## config.mk

```make
export PLATFORM = sky130hd
export DESIGN_NAME = thread_state_mem
export DESIGN_NICKNAME = d
export VERILOG_FILES = /design/src/rtl/thread_state_mem.sv
export SDC_FILE = /design/constraint.sdc
export NUM_CORES = 1
export LEC_CHECK = 0
export CORE_MARGIN = 4
export CORE_UTILIZATION = 30
export CTS_BUF_LIST = sky130_fd_sc_hd__clkbuf_4
export DETAILED_ROUTE_END_ITERATION = 8
export GPL_ROUTABILITY_DRIVEN = 0
export GPL_TIMING_DRIVEN = 0
export PLACE_DENSITY = 0.53
export SYNTH_ARGS = -nofsm -noshare
export SYNTH_HDL_FRONTEND = slang
export SYNTH_SLANG_ARGS = --single-unit
```

## constraint.sdc

```tcl
create_clock -name CLK -period 2.1 [get_ports CLK]
set_input_delay 0.21 -clock CLK [delete_from_list [all_inputs] [get_ports CLK]]
set_output_delay 0.21 -clock CLK [all_outputs]
set_load 0.01 [all_outputs]
```

## src/rtl/thread_state_mem.sv

```systemverilog
// Per-thread state array feeding the scheduler: two combinational read ports, two merged write paths.
// Optional illegal-transition checker enabled by defining THREAD_STATE_CHECK_EN.

`ifndef MSB
`define MSB(x) ($clog2((x) + 1) - 1)
`endif
`ifndef THREAD_STATE_MSB
`define THREAD_STATE_MSB 3
`endif
`ifndef THREAD_STATE_NONE
`define THREAD_STATE_NONE 4'h0
`endif
`ifndef THREAD_STATE_READY
`define THREAD_STATE_READY 4'h1
`endif
`ifndef THREAD_STATE_BUSY
`define THREAD_STATE_BUSY 4'h2
`endif
`ifndef THREAD_STATE_WR_RDY
`define THREAD_STATE_WR_RDY 4'h3
`endif

module thread_state_mem #(
    parameter int N_CORES       = 4,
    parameter int N_THREADS     = 12,
    parameter int N_THREADS_MSB = `MSB(N_THREADS - 1)
) (
    input  logic                       CLK,
    input  logic                       RESET_N,
    input  logic [N_THREADS_MSB:0]     ts_rd_num,
    output logic [`THREAD_STATE_MSB:0] ts_rd,
    input  logic [N_THREADS_MSB:0]     ts_rd2_num,
    output logic [`THREAD_STATE_MSB:0] ts_rd2,
    input  logic                       wr_a_en,
    input  logic [N_THREADS_MSB:0]     wr_a_num,
    input  logic [`THREAD_STATE_MSB:0] wr_a_state,
    input  logic                       wr_b_valid,
    output logic                       wr_b_ready,
    input  logic [N_THREADS_MSB:0]     wr_b_num,
    input  logic [`THREAD_STATE_MSB:0] wr_b_state,
    output logic                       any_wr_rdy,
    output logic                       err
);

    localparam int NW = N_THREADS_MSB + 1;
    localparam int SW = `THREAD_STATE_MSB + 1;
    localparam logic [NW:0] N_LIMIT = (NW + 1)'(N_THREADS);

    if (N_CORES < 1 || N_THREADS < 2 || N_THREADS > 64) begin : g_param_check
        $error("thread_state_mem: N_CORES must be >= 1 and N_THREADS in 2..64");
    end

    function automatic logic in_range(input logic [NW-1:0] num);
        return {1'b0, num} < N_LIMIT;
    endfunction

    logic [SW-1:0] mem [N_THREADS];

    logic          a1_valid;
    logic [NW-1:0] a1_num;
    logic [SW-1:0] a1_state;

    logic          b1_valid;
    logic [NW-1:0] b1_num;
    logic [SW-1:0] b1_state;

    logic          skid_valid;
    logic [NW-1:0] skid_num;
    logic [SW-1:0] skid_state;

    logic          any_wr_rdy_q;
    logic          b_commit;
    logic          b1_free;
    logic          b_fire;
    logic          b_take;
    logic          mem_has_wr_rdy;

    // Port B handshake: a request transfers on any rising CLK edge where
    // wr_b_valid & wr_b_ready are both high; wr_b_ready depends only on
    // registered skid occupancy (and reset), never on wr_b_valid.
    assign wr_b_ready = RESET_N & ~skid_valid;
    assign b_fire     = wr_b_valid & wr_b_ready;
    assign b_take     = b_fire & in_range(wr_b_num);

    // A same-thread A1 wins the cycle; B1 retries next cycle so B ends up last.
    assign b_commit = b1_valid & ~(a1_valid & (a1_num == b1_num));
    assign b1_free  = ~b1_valid | b_commit;

    assign ts_rd  = in_range(ts_rd_num)  ? mem[ts_rd_num]  : `THREAD_STATE_NONE;
    assign ts_rd2 = in_range(ts_rd2_num) ? mem[ts_rd2_num] : `THREAD_STATE_NONE;

    always_comb begin
        mem_has_wr_rdy = 1'b0;
        for (int i = 0; i < N_THREADS; i++) begin
            if (mem[i] == `THREAD_STATE_WR_RDY) mem_has_wr_rdy = 1'b1;
        end
    end

    assign any_wr_rdy = any_wr_rdy_q;

    always_ff @(posedge CLK or negedge RESET_N) begin
        if (!RESET_N) begin
            a1_valid <= 1'b0;
            a1_num   <= '0;
            a1_state <= '0;
        end else begin
            a1_valid <= wr_a_en & in_range(wr_a_num);
            a1_num   <= wr_a_num;
            a1_state <= wr_a_state;
        end
    end

    always_ff @(posedge CLK or negedge RESET_N) begin
        if (!RESET_N) begin
            b1_valid   <= 1'b0;
            b1_num     <= '0;
            b1_state   <= '0;
            skid_valid <= 1'b0;
            skid_num   <= '0;
            skid_state <= '0;
        end else if (b1_free) begin
            // Skid entry is older than anything arriving now, so it refills B1 first.
            if (skid_valid) begin
                b1_valid   <= 1'b1;
                b1_num     <= skid_num;
                b1_state   <= skid_state;
                skid_valid <= 1'b0;
            end else if (b_take) begin
                b1_valid <= 1'b1;
                b1_num   <= wr_b_num;
                b1_state <= wr_b_state;
            end else begin
                b1_valid <= 1'b0;
            end
        end else if (b_take) begin
            skid_valid <= 1'b1;
            skid_num   <= wr_b_num;
            skid_state <= wr_b_state;
        end
    end

    always_ff @(posedge CLK or negedge RESET_N) begin
        if (!RESET_N) begin
            for (int i = 0; i < N_THREADS; i++) mem[i] <= `THREAD_STATE_NONE;
        end else begin
            for (int i = 0; i < N_THREADS; i++) begin
                if (b_commit && b1_num == NW'(i)) begin
                    mem[i] <= b1_state;
                end else if (a1_valid && a1_num == NW'(i)) begin
                    mem[i] <= a1_state;
                end
            end
        end
    end

    always_ff @(posedge CLK or negedge RESET_N) begin
        if (!RESET_N) any_wr_rdy_q <= 1'b0;
        else          any_wr_rdy_q <= mem_has_wr_rdy;
    end

`ifdef THREAD_STATE_CHECK_EN
    logic err_q;
    logic err_event;

    // b1_num is always in range once captured, so the array lookup is safe.
    assign err_event = (b_commit && mem[b1_num] == `THREAD_STATE_WR_RDY)
                     | (wr_a_en & ~in_range(wr_a_num))
                     | (b_fire & ~in_range(wr_b_num));

    always_ff @(posedge CLK or negedge RESET_N) begin
        if (!RESET_N) err_q <= 1'b0;
        else          err_q <= err_q | err_event;
    end

    assign err = err_q;
`else
    assign err = 1'b0;
`endif

endmodule
```

* Word level (Yosys, flattened, before mapping)
Index checks and enable logic that the tools add are counted.
** Operators by class
- $add $sub $neg :: 0
- $mul :: 0
- Div/mod/pow operators :: 0
- $lt $le $gt $ge :: 6
- Eq/ne operators :: 35
- Shift-type cells :: 0
- Mux-type cells :: 52
- Bitwise gates (word level) :: 13
- Reduce and logical (&&, ||, !) cells :: 42
** Operators by type and width (count)
- $mux W4 :: 34
- $eq A4 B2 Y1 const B :: 16
- $bmux W4 S4 :: 2
- $eq A4 B3 Y1 const B :: 8
- $eq A4 B4 Y1 const B :: 8
- $reduce_bool A2 Y1 :: 14
- $logic_and A1 B1 Y1 :: 24
- $lt A4 B4 Y1 const B :: 4
- $mux W1 :: 16
- $ge A5 B5 Y1 const B :: 2
- $not A4 Y5 :: 2
- $eq A4 B1 Y1 const B :: 2
- $logic_not A4 Y1 :: 2
- $and A1 B1 Y1 :: 6
- $eq A4 B4 Y1 :: 1
- $not A1 Y1 :: 4
- $reduce_and A2 Y1 :: 2
- $or A1 B1 Y1 :: 1
** Storage, ports and cells
- Bits in registers :: 76
- Bits in latches :: 0
- RAM bits :: 0
- Bits in read-only memories :: 0
- Input bits :: 28
- Output and inout port bits :: 11
- Word-level logic and storage cells :: 170
- Memories kept :: 0

* Longest topological paths before layout
- Depth after elaboration :: 13
- Depth in mapped cells :: 6
- Mapped depth without buffers :: 4

* Least setup slack after synthesis
No wires, ideal clock.
- Path type :: flip-flop to flip-flop
- Start point :: register b1_num[1]
- End point :: register skid_num[0]
- Library setup time :: 0.125 ns
- Data arrival time :: 1.762 ns
- Required time :: 1.975 ns
- Path slack :: 0.213 ns
- Cell stages (with the launch flop) :: 6
- Path through :: dfrtp_1 buf_2 xnor2_1 nand4_2 nor4b_4 mux2_2
** Between the ends
- Word-level cells in the longest chain between the ends :: 7
** RTL lines
- start, declared :: line 64 : logic [NW-1:0] b1_num;
- start signal, assigned :: line 125 : b1_num <= skid_num;
- start signal, assigned :: line 130 : b1_num <= wr_b_num;
- $eq A4 B4 Y1 :: line 86 : assign b_commit = b1_valid & ~(a1_valid & (a1_num == b1_num));
- $and A1 B1 Y1 :: line 86
- $not A1 Y1 :: line 86
- $and A1 B1 Y1 :: line 86
- $or A1 B1 Y1 :: line 87 : assign b1_free = ~b1_valid | b_commit;
- $not A1 Y1 (no source line)
- $reduce_and A2 Y1 (no source line)
- end signal, assigned :: line 137 : skid_num <= wr_b_num;
- end, declared :: line 68 : logic [NW-1:0] skid_num;
Every way passes these cells.
A chain may end at the register's enable or synchronous reset.

* Worst setup path in the final report
- Start point :: register mem[0] in the netlist's numbering
- End point :: output ts_rd2[0]
** Between the ends
- Word-level cells in the longest chain between the ends :: 4
** RTL lines
- start, declared :: line 57 : logic [SW-1:0] mem [N_THREADS];
- start signal, assigned by index :: line 148 : mem[i] <= b1_state;
- start signal, assigned by index :: line 150 : mem[i] <= a1_state;
- $bmux W4 S4 :: line 90 : assign ts_rd2 = in_range(ts_rd2_num) ? mem[ts_rd2_num] : `THREAD_STATE_NONE;
- $mux W4 (implied by the code) (2 in a row) :: line 90
- $mux W4 (no source line)
- end, declared :: line 33 : output logic [`THREAD_STATE_MSB:0] ts_rd2,
Every way passes these cells. The select of a mux whose other input is x is not followed.

==> key figures <==
Synthesis
  – Ys async rst share: 1.000
  – Post-synth top flop: dfrtp_1
  – Yosys reg bits: 76
  – Syn_area_per_cell: 12.88 µm²
  – Largest area contributor in the netlist: dfrtp_1
  – Synth cell types: 39
  – Syn Inst Count: 358
  – Synth Net Count: 386
  – Seq/Total Area, Yosys: 0.4126
  – Most numerous cell in the Yosys netlist: mux2_2
  – Synth top area cells: dfrtp_1 41%, mux2_2 20%, mux4_2 12%
  – Post-Syn Area: 4609 µm²
  – Synth top cells by count: 80 x mux2_2, 76 x dfrtp_1, 32 x mux2i_1
  – Post-synth EDFFs: 0
  – Post-synth top area share: 0.4126
  – Yosys warnings: 0

Detailed routing
  – DRC: 0
  – Initial DRC Count: 220
  – WL met3: 754 µm
  – Met2 Wirelength: 5887 µm
  – Vias per cell: 5.448
  – WL/cell: 21.29 µm
  – Top layer in use: met4
  – Final wirelength: 13080 µm
  – Routed metal-1 wirelength: 6242 µm
  – DR vias: 3345
  – Post-DRT Antenna Nets: 0
  – First-pass iteration count of the detailed router: 5

Clocking
  – Number of H-tree levels: 3
  – Clock Tree Buf Depth: 2
  – Worst-skew pair later-pin latency: 450 ps
  – CTS tree: built
  – Clock Pin Slew Worst Setup and Hold Paths: 120 ps
  – CTS sink count: 76
  – CTS buffer count: 9
  – Root Buffer: clkbuf_4

STA
  – Period utilisation layout: 1.011
  – Setup Skew: 16.54 ps
  – Count of final hold-check violations: 0
  – RSZ-0062 raised after global routing: true
  – Max_slew headroom: 0.4906
  – Final critical-path required period: 2122 ps
  – F_max: 471.2 MHz
  – # setup viols final: 3
  – Slew @ Worst Pin: 764.2 ps
  – Fin. max-slew vios: 0
  – Final setup margin: -22.19 ps

Worst setup path
  – Critical path depth in cells: 5
  – CP Capture Point: ts_rd2[0]
  – FF-to-FF Start: a1_num[1]
  – Buf+Inv Stages, Crit Path: 2
  – Type of the worst setup path: flop to primary output
  – Worst-path fanout max: 3
  – FF-to-FF setup slack: 40 ps
  – CP Cell Sequence: buf_4 -> mux4_2 -> mux2i_2 -> o22ai_1 -> buf_2
  – Worst Setup SP: mem[0]
  – Required time worst endpoint: 1890 ps
  – Endpoint class of the critical path: primary output
  – Crit-path leading delay family: multiplexers
  – Cells on worst reg2reg path: 4
  – CP Launch Type: flop
  – Worst path max stage delay: 490 ps
  – Slowest-stage cell, CP: mux4_2
  – Reg2reg end: mem[34]
  – WP data arrival: 1910 ps

Pwr
  – Pwr per Cell Area: 935.1 nW/µm²
  – LEAKAGE: 0.002391 µW
  – VDD IR-drop max: 0.0003253 V
  – Final Power: 5316 µW

Placement
  – Input/output buffers: 33
  – Final HPWL DP: 9088 µm

Cells and area
  – Final Util: 0.3753
  – Area added between synthesis and finish: 23.32%
  – Final nets: 448
  – Area of the multi-input gates: 2738 µm²
  – Share of post-route cells with drive strength above 1: 0.4235
  – FF+latch area: 1907 µm²
  – # fillers: 1460

Floorplan
  – Core ar.: 15150 µm²
  – Die footprint: 17410 µm²
  – Initial cell density of the core: 0.3043
  – Die Ht: 132.0 µm
  – I/O Pins: 39
  – Die Wd: 132.0 µm
  – Site Rows: 45

Global route
  – First-pass GRT wire length: 20670 µm
  – Total gr overflow: 0
  – Largest net degree at the start of global routing: 52
  – Initial antenna violation count: 1
  – GRT Overall Usage: 0.1544
  – Vias in the first global route: 3524

Run status
  – Status: complete, but fails checks
  – Failing checks: negative setup slack

Job
  – Maxcap violations: 0

Worst hold path
  – Hold Path Origin: wr_a_state[1]
  – Hold Crit Class: input pin to flop
kinds of logic after synthesis:
| family | Yosys count | synth area share |
|---|---|---|
| mux | 136 | 0.3822 |
| flops | 76 | 0.4126 |
| simple gates | 62 | 0.09310 |
| compound gates | 41 | 0.07003 |
| buf+inv | 38 | 0.03366 |
| xor+xnor | 4 | 0.007600 |
| other cells | 1 | 0.0008136 |
worst min-delay path by stage:
stage                  endpoint  slack [ps]  cells after the start
CTS                 a1_state[1]         140                      1
finish              a1_state[1]         180                      1
detailed placement  a1_state[3]         160                      1
global placement    skid_num[0]         480                      1
floorplan             a1_num[0]         -90                      0
global route        a1_state[0]         160                      1
area by class of cell:
class                      count  share of cell area
clock buffer                  10             0.01321
clock inverter                 6            0.009685
inverter                      12            0.007924
antenna                        1           0.0004402
tap                          188             0.04138
sequential                    76              0.3355
buffer                        25             0.02333
timing repair buffer          51             0.08695
multi-input combinational    245              0.4816
layout by cell type (no fill, tap or decap), types with 3 or more instances in the layout:
master,instances
nand2_1,7
o2111ai_2,3
clkbuf_4,11
o22ai_1,9
clkbuf_1,14
dfrtp_2,4
buf_4,13
dfrtp_1,72
nand3_1,6
buf_2,12
inv_1,11
mux2i_1,28
a31oi_1,7
o211ai_4,5
nor2_1,6
mux2_2,80
buf_6,3
clkdlybuf4s50_1,22
clkinv_1,3
nor3b_4,3
mux4_2,24
nor4bb_1,12
mux2i_2,4
nand2b_1,4
nor4_1,4
o2bb2ai_1,7
and2_1,7
power breakdown:
part	internal (µW)	switching, µW
combinational	1230	782
clock	365	519
sequential	1900	512
total	3500	1810
state kept, by name, indices dropped and copies added, names as in the netlist:
register and count:
a1_num 4, b1_valid 1, b1_state 4, skid_state 4, any_wr_rdy 1, a1_state 4, mem 48, skid_num 4
skid_valid 1, b1_num 4, a1_valid 1
worst reg2reg max path: cells and delay by family (launching register included):
| family | cells | cell delay (ps) |
|---|---|---|
| AND/OR/NAND/NOR | 2 | 740 |
| multiplexers | 2 | 640 |
| flip-flops | 1 | 570 |
metrics by stage:
| step | cell area, µm² | worst slack [ps] | setup TNS [ps] | hold slack [ps] | std cells |
|---|---|---|---|---|---|
| after detailed placement | 5200 | -657.5 | -9634 | 161.6 | 580 |
| after floorplan | 4609 | 213.4 | 0 | -85.59 | 358 |
| after CTS | 5598 | -56.81 | -157.0 | 137.3 | 613 |
| after global routing | 5684 | -106.0 | -468.2 | 158.1 | 614 |
| after global placement | 5175 | -2806 | -209610 | 481.2 | 579 |
| final | 5684 | -22.19 | -45.39 | 184.0 | 614 |
timing repair:
action | in CTS | in global routing
pin swaps | 6 | 3
endpoints found under the hold margin | 25 | 0
setup buffers | 12 | 0
cloned | 0 | 1
setup endpoints to repair | 56 | 52
gates resized for setup | 60 | 17
hold buffers | 5 | 0
layer usage:
layer | GRT usage | up-vias
li1 | - | 1513
met4 | 0.05776 | 0
met3 | 0.03092 | 15
met2 | 0.2241 | 96
met5 | 0 | -
met1 | 0.2269 | 1721
Note: power is estimated with default switching activity, not from simulation.
